--- src/rtl/simple_adapter_pkg.sv ---
// -----------------------------------------------------------------------------
// simple_adapter_pkg
// Shared definitions for the small/big FIFO adapter pair (packer + unpacker).
//   - state_e      : holding state of the serialiser
//   - ratio_of     : wide/narrow width ratio
//   - cnt_width    : beat counter width for a given ratio
//   - ratio_ok     : elaboration check (ratio is a power of two, at least 2)
//   - slice_idx    : which narrow slice of the wide word goes out on a beat
// -----------------------------------------------------------------------------
package simple_adapter_pkg;

  typedef enum logic {
    ST_EMPTY = 1'b0,
    ST_FULL  = 1'b1
  } state_e;

  function automatic int unsigned ratio_of(input int unsigned wide,
                                           input int unsigned narrow);
    return (narrow == 0) ? 0 : wide / narrow;
  endfunction

  function automatic int unsigned cnt_width(input int unsigned ratio);
    return (ratio < 2) ? 1 : $clog2(ratio);
  endfunction

  function automatic bit ratio_ok(input int unsigned wide,
                                  input int unsigned narrow);
    int unsigned r;
    if (narrow == 0) return 1'b0;
    if ((wide % narrow) != 0) return 1'b0;
    r = wide / narrow;
    return (r >= 2) && ((r & (r - 1)) == 0);
  endfunction

  // Beat number -> slice index; MS-first order walks the slices downwards.
  function automatic int unsigned slice_idx(input int unsigned beat,
                                            input int unsigned ratio,
                                            input bit          lsb_first);
    return lsb_first ? beat : (ratio - 1 - beat);
  endfunction

endpackage

--- src/rtl/simple_fifo_unpacker_if.sv ---
// -----------------------------------------------------------------------------
// simple_fifo_unpacker_if
// Bundles the FWFT FIFO read port and the narrow valid/ready output stream.
//   fifo_dat/fifo_last/fifo_empty : FIFO head word and status
//   fifo_rd_ena                   : pop request from the unpacker
//   m_valid/m_data/m_last/m_ready : narrow output stream
// Modports: master = unpacker side, slave = FIFO + downstream side.
// -----------------------------------------------------------------------------
interface simple_fifo_unpacker_if #(
  parameter int unsigned DATA_IN_WIDTH  = 128,
  parameter int unsigned DATA_OUT_WIDTH = 16
);

  logic [DATA_IN_WIDTH-1:0]  fifo_dat;
  logic                      fifo_last;
  logic                      fifo_empty;
  logic                      fifo_rd_ena;
  logic                      m_valid;
  logic [DATA_OUT_WIDTH-1:0] m_data;
  logic                      m_last;
  logic                      m_ready;

  modport master (
    input  fifo_dat, fifo_last, fifo_empty, m_ready,
    output fifo_rd_ena, m_valid, m_data, m_last
  );

  modport slave (
    output fifo_dat, fifo_last, fifo_empty, m_ready,
    input  fifo_rd_ena, m_valid, m_data, m_last
  );

endinterface

--- src/rtl/simple_fifo_unpacker.sv ---
// -----------------------------------------------------------------------------
// simple_fifo_unpacker
// Pops wide words from a first-word-fall-through FIFO and serialises each one
// into RATIO narrow beats. The packet-end flag of a word is carried onto its
// final beat. A new word is loaded on the accept of the previous word's final
// beat, so back-to-back words stream without a bubble.
// Ports:
//   clk   : clock, rising edge
//   rstn  : synchronous active-low reset
//   bus   : FIFO read port + output stream (master modport)
//   busy  : a word is held (same as m_valid)
//
// state    | meaning
// ---------+--------------------------------------------------------------
// ST_EMPTY | no word held, m_valid=0, waiting for a non-empty FIFO
// ST_FULL  | word held in sreg, beat cnt on m_data, m_valid=1
// -----------------------------------------------------------------------------
module simple_fifo_unpacker
  import simple_adapter_pkg::*;
#(
  parameter int unsigned DATA_IN_WIDTH  = 128,
  parameter int unsigned DATA_OUT_WIDTH = 16,
  parameter bit          LSB_FIRST      = 1'b1
) (
  input  logic                   clk,
  input  logic                   rstn,
  simple_fifo_unpacker_if.master bus,
  output logic                   busy
);

  localparam int unsigned      RATIO     = ratio_of(DATA_IN_WIDTH, DATA_OUT_WIDTH);
  localparam int unsigned      CNT_W     = cnt_width(RATIO);
  localparam int unsigned      FIRST_IDX = slice_idx(0, RATIO, LSB_FIRST);
  localparam logic [CNT_W-1:0] CNT_LAST  = CNT_W'(RATIO - 1);

  if (!ratio_ok(DATA_IN_WIDTH, DATA_OUT_WIDTH)) begin : g_bad_ratio
    $error("simple_fifo_unpacker: DATA_IN_WIDTH/DATA_OUT_WIDTH must be a power of two >= 2");
  end

  state_e                    state_q, state_d;
  logic [CNT_W-1:0]          cnt_q, cnt_d;
  logic [DATA_IN_WIDTH-1:0]  sreg_q, sreg_d;
  logic                      held_last_q, held_last_d;
  logic [DATA_OUT_WIDTH-1:0] m_data_q, m_data_d;
  logic                      m_valid_q, m_valid_d;
  logic                      m_last_q, m_last_d;

  logic                      accept;
  logic                      final_beat;
  logic                      load;
  logic [CNT_W-1:0]          cnt_nxt;
  logic [CNT_W-1:0]          next_idx;
  logic [DATA_OUT_WIDTH-1:0] sreg_slice [RATIO];

  for (genvar i = 0; i < RATIO; i++) begin : g_slice
    assign sreg_slice[i] = sreg_q[i*DATA_OUT_WIDTH +: DATA_OUT_WIDTH];
  end

  assign accept     = m_valid_q & bus.m_ready;
  assign final_beat = (cnt_q == CNT_LAST);
  // rstn is folded in so the FIFO is never popped on a reset edge.
  assign load       = ~bus.fifo_empty & rstn &
                      ((state_q == ST_EMPTY) | (accept & final_beat));
  assign cnt_nxt    = cnt_q + 1'b1;
  assign next_idx   = CNT_W'(slice_idx(32'(cnt_nxt), RATIO, LSB_FIRST));

  always_comb begin
    state_d     = state_q;
    cnt_d       = cnt_q;
    sreg_d      = sreg_q;
    held_last_d = held_last_q;
    m_data_d    = m_data_q;
    m_valid_d   = m_valid_q;
    m_last_d    = m_last_q;

    if (load) begin
      sreg_d      = bus.fifo_dat;
      cnt_d       = '0;
      held_last_d = bus.fifo_last;
      m_data_d    = bus.fifo_dat[FIRST_IDX*DATA_OUT_WIDTH +: DATA_OUT_WIDTH];
      m_valid_d   = 1'b1;
      m_last_d    = 1'b0;              // first beat is never the last (RATIO >= 2)
      state_d     = ST_FULL;
    end else if (accept && !final_beat) begin
      cnt_d    = cnt_nxt;
      m_data_d = sreg_slice[next_idx];
      m_last_d = held_last_q & (cnt_nxt == CNT_LAST);
    end else if (accept) begin
      m_valid_d = 1'b0;
      m_last_d  = 1'b0;
      state_d   = ST_EMPTY;
    end
  end

  always_ff @(posedge clk) begin
    if (!rstn) begin
      state_q     <= ST_EMPTY;
      cnt_q       <= '0;
      sreg_q      <= '0;
      held_last_q <= 1'b0;
      m_data_q    <= '0;
      m_valid_q   <= 1'b0;
      m_last_q    <= 1'b0;
    end else begin
      state_q     <= state_d;
      cnt_q       <= cnt_d;
      sreg_q      <= sreg_d;
      held_last_q <= held_last_d;
      m_data_q    <= m_data_d;
      m_valid_q   <= m_valid_d;
      m_last_q    <= m_last_d;
    end
  end

  assign bus.fifo_rd_ena = load;
  assign bus.m_valid     = m_valid_q;
  assign bus.m_data      = m_data_q;
  assign bus.m_last      = m_last_q;
  assign busy            = m_valid_q;

endmodule

--- src/flat_wrapper.sv ---
// flat-port wrapper written by rule: the top's interface ports become plain ports
module simple_fifo_unpacker_flat import simple_adapter_pkg::*;
#(
  parameter int unsigned DATA_IN_WIDTH  = 128,
  parameter int unsigned DATA_OUT_WIDTH = 16,
  parameter bit          LSB_FIRST      = 1'b1
)
  (clk, rstn, busy, bus_fifo_dat, bus_fifo_last, bus_fifo_empty, bus_m_ready, bus_fifo_rd_ena, bus_m_valid, bus_m_data, bus_m_last);
  simple_fifo_unpacker_if #(.DATA_IN_WIDTH(DATA_IN_WIDTH), .DATA_OUT_WIDTH(DATA_OUT_WIDTH)) bus_i ();
  input  logic clk;
  input  logic rstn;
  output logic busy;
  input wire logic [$bits(bus_i.fifo_dat)-1:0] bus_fifo_dat;
  input wire logic [$bits(bus_i.fifo_last)-1:0] bus_fifo_last;
  input wire logic [$bits(bus_i.fifo_empty)-1:0] bus_fifo_empty;
  input wire logic [$bits(bus_i.m_ready)-1:0] bus_m_ready;
  output wire logic [$bits(bus_i.fifo_rd_ena)-1:0] bus_fifo_rd_ena;
  output wire logic [$bits(bus_i.m_valid)-1:0] bus_m_valid;
  output wire logic [$bits(bus_i.m_data)-1:0] bus_m_data;
  output wire logic [$bits(bus_i.m_last)-1:0] bus_m_last;
  assign bus_i.fifo_dat = bus_fifo_dat;
  assign bus_i.fifo_last = bus_fifo_last;
  assign bus_i.fifo_empty = bus_fifo_empty;
  assign bus_i.m_ready = bus_m_ready;
  assign bus_fifo_rd_ena = bus_i.fifo_rd_ena;
  assign bus_m_valid = bus_i.m_valid;
  assign bus_m_data = bus_i.m_data;
  assign bus_m_last = bus_i.m_last;
  simple_fifo_unpacker #(.DATA_IN_WIDTH(DATA_IN_WIDTH), .DATA_OUT_WIDTH(DATA_OUT_WIDTH), .LSB_FIRST(LSB_FIRST)) u_core (.clk(clk), .rstn(rstn), .bus(bus_i), .busy(busy));
endmodule
--- config.mk ---
export PLATFORM = sky130hd
export DESIGN_NAME = simple_fifo_unpacker_flat
export DESIGN_NICKNAME = d
export VERILOG_FILES = /design/src/rtl/simple_adapter_pkg.sv /design/src/rtl/simple_fifo_unpacker_if.sv /design/src/rtl/simple_fifo_unpacker.sv /design/src/flat_wrapper.sv
export SDC_FILE = /design/constraint.sdc
export NUM_CORES = 1
export LEC_CHECK = 0
export BUFFER_PORTS_ARGS = -buffer_cell sky130_fd_sc_hd__buf_4
export CORE_AREA = 10 10 135 137
export CTS_BUF_LIST = sky130_fd_sc_hd__clkbuf_4 sky130_fd_sc_hd__clkbuf_8
export CTS_CLUSTER_DIAMETER = 150
export CTS_CLUSTER_SIZE = 30
export DETAILED_ROUTE_END_ITERATION = 6
export DIE_AREA = 0 0 145 147
export PLACE_DENSITY = 0.66
export SETUP_SLACK_MARGIN = 0.5
export SYNTH_ARGS = -nofsm -noshare
export SYNTH_HDL_FRONTEND = slang
export SYNTH_SLANG_ARGS = --single-unit
export TNS_END_PERCENT = 1
--- constraint.sdc ---
create_clock -name clk -period 2.5 [get_ports clk]
set_clock_uncertainty 0.05 [all_clocks]
set_input_delay 0.125 -clock clk [delete_from_list [all_inputs] [get_ports clk]]
set_output_delay 0.125 -clock clk [all_outputs]
set_load 0.01 [all_outputs]
==> impl_metrics.toml, run 1 <==
[finish]
fin_nets = 1124
drive_gt1_share_pct = 26.2
syn_to_final_growth_pct = 51.5
post-route-util_pct = 60.8
fill_cells = 1265

[synthesis]
synth-adder-area-share_pct = 0.600
post_synth.cell_area_avg_sq_um = 8.73
ys_seq_elements = 150
yosys_warnings = 0
synth_top_family_by_area = "simple AND/OR/NAND/NOR gates"
syn-cell-area_sq_mm = 0.00626
synth_xor_area_share_pct = 0
syn-num-nets = 853
syn_inst = 717
synth_simple_gate_area_share_pct = 18.9
synthMuxAreaShare_pct = 11.8
synth_compound_area_share_pct = 15.1
synth_cell_types = 23
ys_seq_area_share_pct = 48.0

[timing]
worst_pin_slew_ps = 619
slew_viol_final = 0
fmax_mhz = 503
hold_viol = 0
period_needed_ps = 1990
rsz0062_at_grt = "true"
holdWs_ps = 215
setup_viol = 0
slew_headroom_pct = 58.7
tns_ps = 0
min_period_over_period_pct = 79.5

[clocking]
clk_latency_ps = 460
cts_root_buf = "clkbuf_8"
cts_tree = "built"
clockBufferDepth = 2
cts_sinks = 150
cts_buffers = 17
clk_pin_slew_ps = 80
htree_levels = 4

[detailed_routing]
drc = 0
viasPerCell = 4.92
routed_wl_mm = 21.0
num_vias = 6015
drt_first_pass_iters = 5
antenna_left = 0
drtIter0Drc = 591
wl_per_cell_um = 17.2

[worst_hold_path]
hold_class = "input pin to flip-flop"

[floorplanning]
die_height_um = 147
die_area_sq_mm = 0.0213
start_util_pct = 40.1
rows = 46
fp.coreArea_sq_mm = 0.0156
ios = 153
die_x_um = 145

[critical_path]
cpMostUsedCell = "ha_4"
critPathLaunchType = "flip-flop"
cpPeakStageDelay_ps = 380
slowest_stage = "dfxtp_4"
required_ps = 2330
critPathTopFamily = "flip-flops"
crit_buf_inv = 2
setup.worst_path.end_class = "output pin"
cp.arrival_ps = 1810
cp_max_fo = 5
crit_chain = "ha_4 -> ha_4 -> a21bo_2 -> and3_4 -> buf_12 -> buf_4"
worst-setup-path-type = "flip-flop to output pin"

[global_route]
grt_overflow = 0
antenna_found_initial = 4
grt_pass1_wl_mm = 32.5
grt_pass1_vias = 6073
grt_usage_pct = 19.1
grt_max_degree = 68

[placed_design]
hpwl_mm = 13.5
portBuffers = 152
gp_congestion = 0.817

[power]
powerDensity_mw_per_mm2 = 588
peakVddDrop_mv = 0.377
cellLeakagePower_uw = 0.00390

[outcome]
outcome = "complete, no violations"

[run]
max_cap_violations = 0
## routing by layer
layer	vias to the layer above	track usage (%)	share of wire [%]
met5	-	0	0
met4	0	8.48	3.1
met3	48	3.96	5.1
met2	210	31.3	48
met1	2796	23.6	43
li1	2961	-	-
## what timing repair did
item,4_1_cts,5_1_grt
pin swaps,3,0
setup buffers,5,3
setup endpoints to repair,59,114
gates resized for setup,2,8
hold endpoints to repair,147,0
hold buffers,132,0
cloned,2,1
## cells in the mapped netlist, drive strengths merged
cell type  number  share of area, %
buf            28               3.7
ha              3              0.60
inv             3              0.18
nor2b          16               1.6
nor2            2              0.12
a21bo           1              0.16
nand2b          1              0.10
or2             1              0.10
dfxtp         150                48
mux4           32                12
a21oi           5              0.40
clkbuf         31               1.9
nand4           1              0.10
nand2         280                17
and3            1              0.10
o21ai         145                12
a211oi         17               2.9
## flip-flops by register name, summed over array words and instances (netlist names)
register and count:
u_core.sreg_q 128, u_core.bus.m_data 16, u_core.cnt_q 3, u_core.bus.m_last 1, u_core.held_last_q 1, u_core.state_q 1
## layout by cell type (no fill, tap or decap), types with 2 or more instances in the layout
master         netlist  layout
a211oi_1             6       4
a211oi_2            11      13
a21oi_1              5       4
buf_12               1       5
buf_4                2     168
buf_6               11       2
bufinv_16            0       2
clkbuf_8             0      24
clkinv_2             0       3
clkinvlp_4           0       2
dfxtp_1            150     148
diode_2              0       5
dlygate4sd3_1        0     132
ha_4                 0       3
inv_1                3       2
mux4_1               4       4
mux4_2              28      28
nand2_1            280     280
nor2_1               2       2
nor2b_1             16      16
o21ai_0            134     132
o21ai_1             11      13
## final cells by class
cell class / count / area (sq um) / area share (%)
tap: 216 / 270 / 2.85
multi-input combinational: 506 / 2960 / 31.2
inverter: 3 / 13.8 / 0.145
antenna: 5 / 12.5 / 0.132
timing repair buffer: 310 / 2790 / 29.4
clock buffer: 25 / 338 / 3.56
sequential: 150 / 3010 / 31.7
clock inverter: 7 / 90.1 / 0.950
## path summary, 6_finish.rpt
kind / startpoint / end / slack [ps] / depth (start not counted)
worst min register to register: u_core.sreg_q[8]$_SDFFE_PN0P_ / u_core.sreg_q[8]$_SDFFE_PN0P_ / 390 / 2
worst min-delay path: rstn / u_core.sreg_q[1]$_SDFFE_PN0P_ / 210 / 6
worst max register to register: u_core.cnt_q[0]$_SDFFE_PP0P_ / u_core.bus.m_data[10]$_SDFFE_PN0P_ / 570 / 6
worst max-delay path: u_core.cnt_q[0]$_SDFFE_PP0P_ / bus_fifo_rd_ena / 510 / 6
## per-stage QoR
| stage | setup slack, ps | power, uW | cell area (sq um) | cells |
|---|---|---|---|---|
| after floorplan | 323 | 3100 | 6330 | 717 |
| after global placement | 374 | 3420 | 7540 | 1042 |
| after detailed placement | 381 | 3430 | 7540 | 1042 |
| after CTS | 368 | 5570 | 9380 | 1213 |
| after global routing | 483 | 5780 | 9480 | 1221 |
| final | 513 | 5580 | 9490 | 1222 |
## cells by family (layout without fill, tap and decap cells)
logic type | count (synthesis) | after routing
buffers and inverters | 62 | 345
muxes | 32 | 32
adders and majority gates | 3 | 3
and+or+nand+nor | 302 | 303
DFF | 150 | 150
AOI/OAI and AO/OA | 168 | 168
other | 0 | 5
## worst register-to-register path, stage by stage, from the launching register on
cell and delay [ps]:
dfxtp_4 400, inv_4 50, ha_4 310, buf_12 180, mux4_2 570, a211oi_2 210
o21ai_1 80
## where the power goes
part	switching [uW]	leakage (uW)	internal [uW]
clock network	908	0.000217	1080
logic	386	0.00245	539
registers	112	0.00124	2560
No activity file was read; power rests on OpenSTA's default activity.
==> inputs of run 2 (changes only) <==
Settings changed: ABC_AREA set to 1, CORE_AREA 10 10 135 137 to 10 10 136 138, DIE_AREA 0 0 145 147 to 0 0 146 148, PLACE_DENSITY 0.66 to not set.
Clock period 2.5 ns to 1.9 ns, I/O delays scaled along.
==> impl_metrics.toml, run 2 <==
[outcome]
outcome = "complete, but fails checks"
violations = "negative hold slack"

[power]
powerDensity_mw_per_mm2 = 749
peakVddDrop_mv = 0.432
cellLeakagePower_uw = 0.00445

[detailed_routing]
drt_first_pass_iters = 5
num_vias = 6697
drc = 0
antenna_left = 0
wl_per_cell_um = 15.6
viasPerCell = 4.67
routed_wl_mm = 22.4
drtIter0Drc = 491

[floorplanning]
fp.coreArea_sq_mm = 0.0157
die_height_um = 148
rows = 46
ios = 153
start_util_pct = 40.7
die_x_um = 146
die_area_sq_mm = 0.0216

[global_route]
grt_pass1_wl_mm = 35.2
antenna_found_initial = 0
grt_overflow = 0
grt_max_degree = 71
grt_usage_pct = 20.1
grt_pass1_vias = 6762

[synthesis]
yosys_warnings = 0
synth_edf_count = 0
synthArstFlopShare_pct = 0
synth-adder-area-share_pct = 0.588
syn-num-nets = 1069
ys_seq_elements = 150
syn_inst = 933
syn-cell-area_sq_mm = 0.00639
synth_simple_gate_area_share_pct = 25.8
synth_compound_area_share_pct = 13.1
synthMostInstantiatedCell = "nand2_1"
post_synth.cell_area_avg_sq_um = 6.85
synth_top_area_share_pct = 47.0
yosys-top-cells-count = "nand2_1, inv_1, dfxtp_1"
synth.largest_area_cell = "dfxtp_1"
synth_top_family_by_area = "simple AND/OR/NAND/NOR gates"
ys_seq_area_share_pct = 47.0
synthTopCellsByArea = "dfxtp_1, nand2_1, inv_1, nand3_1, o21ai_1"
synthMuxAreaShare_pct = 0
synth_cell_types = 18
synthFlopType = "dfxtp_1"
synth_xor_area_share_pct = 0

[timing]
holdWs_ps = -86.4
hold_viol = 18
worst_pin_slew_ps = 505
worst_slack_ps = 155
slew_headroom_pct = 66.3
rsz0062_at_grt = "true"
fmax_mhz = 573
setup_viol = 0
period_needed_ps = 1740
slew_viol_final = 0
min_period_over_period_pct = 91.8
tns_ps = 0

[finish]
syn_to_final_growth_pct = 52.9
mostFrequentLayoutCell = "nand2_1"
mostFrequentLayoutCells = "nand2_1, buf_4, inv_1"
drive_gt1_share_pct = 19.8
fill_cells = 1457
largest_reg_flops = 128
fin_nets = 1342
regMostFlops = "u_core.sreg_q"
finalInstanceArea_sq_mm = 0.00977
multi_input_area_sq_mm = 0.00264
n_antenna_cell = 0
seqCellArea_sq_mm = 0.00301
post-route-util_pct = 62.2

[placed_design]
portBuffers = 152
gp_congestion = 0.783
dpl-instance-area_sq_mm = 0.00777
hpwl_mm = 13.8
place_ws_ps = 51.2

[clocking]
cts_root_buf = "clkbuf_8"
clk_latency_ps = 460
htree_levels = 4
cts_hold_buffers = 130
clockBufferDepth = 2
cts_sinks = 150
clk_pin_slew_ps = 80
cts_tree = "built"
cts_buffers = 17

[critical_path]
worst-setup-path-type = "flip-flop to output pin"
cpPeakStageDelay_ps = 340
critPathLaunchType = "flip-flop"
crit_buf_inv = 3
crit_chain = "ha_4 -> ha_4 -> nand2_2 -> nand2_2 -> nand2_4 -> inv_4 -> buf_16 -> buf_6"
cp_max_fo = 3
critPathTopFamily = "flip-flops"
slowest_stage = "dfxtp_2"
required_ps = 1750
setup.worst_path.end_class = "output pin"
cp.arrival_ps = 1600
rrSetupSlack_ps = 180

[worst_hold_path]
hold_class = "input pin to flip-flop"

[run]
max_cap_violations = 0
run 2: cell types whose count changed after synthesis, sizes merged, moves of 15 or more:
cell and change:
a211oi -17, nand3 +113, clkbuf -15, nor2b -16, mux4 -32, inv +151
run 2: final timing paths:
kind	startpoint	endpoint	depth (start not counted)
max	u_core.cnt_q[1]$_SDFFE_PP0P_	bus_fifo_rd_ena	8
min	bus_m_ready	u_core.state_q$_SDFFE_PN0P_	4
max reg2reg	u_core.cnt_q[0]$_SDFFE_PP0P_	u_core.bus.m_data[1]$_SDFFE_PN0P_	8
min reg2reg	u_core.sreg_q[92]$_SDFFE_PN0P_	u_core.sreg_q[92]$_SDFFE_PN0P_	2
run 2: per-layer routing:
layer | GRT usage (%) | part of all wire (%)
met4 | 6.46 | 1.7
met1 | 26.0 | 47
met3 | 3.57 | 3.7
met2 | 33.2 | 48
met5 | 0 | 0
run 2: cells by family (layout without fill, tap and decap cells):
kind of cell    Yosys count  in the layout
flops                   150            150
simple gates            400            400
buf+inv                 213            498
fa+ha+maj                 3              3
compound gates          167            167
run 2: through the flow:
step	cells	total power, uW	hold WS, ps
after floorplan	933	4150	136
after global placement	1259	4590	245
after detailed placement	1259	4610	241
after CTS	1430	7320	-134
after global routing	1434	7640	-91.6
final	1434	7320	-86.4
run 2: final cells by class:
type,count,share of cell area [%]
Timing Repair inverter,1,0.0897
Tap cell,216,2.77
Multi-Input combinational cell,570,27.0
Sequential cell,150,30.8
Clock inverter,9,1.02
Timing Repair Buffer,311,29.2
Clock buffer,22,3.04
Inverter,155,6.12
run 2: where the power goes:
part	internal, uW	total (uW)	leakage [uW]	switching [uW]
Clock	1300	2480	0.000204	1180
Sequential	3370	3430	0.00124	67.7
Combinational	698	1400	0.00301	703
run 2: timing repair:
item | CTS | global route
gates cloned | 2 | 3
gates resized for setup | 12 | 11
endpoints found under the hold margin | 147 | 18
setup buffers | 8 | 1
endpoints found under the setup margin | 150 | 150
pin swaps | 4 | 2
run 2: worst register-to-register path, cell delays in order (launching register included):
cell	delay, ps
dfxtp_2	360
buf_4	130
inv_2	60
ha_4	340
buf_8	180
nand3_1	170
nand3_2	150
nand3_1	90
a21oi_1	130
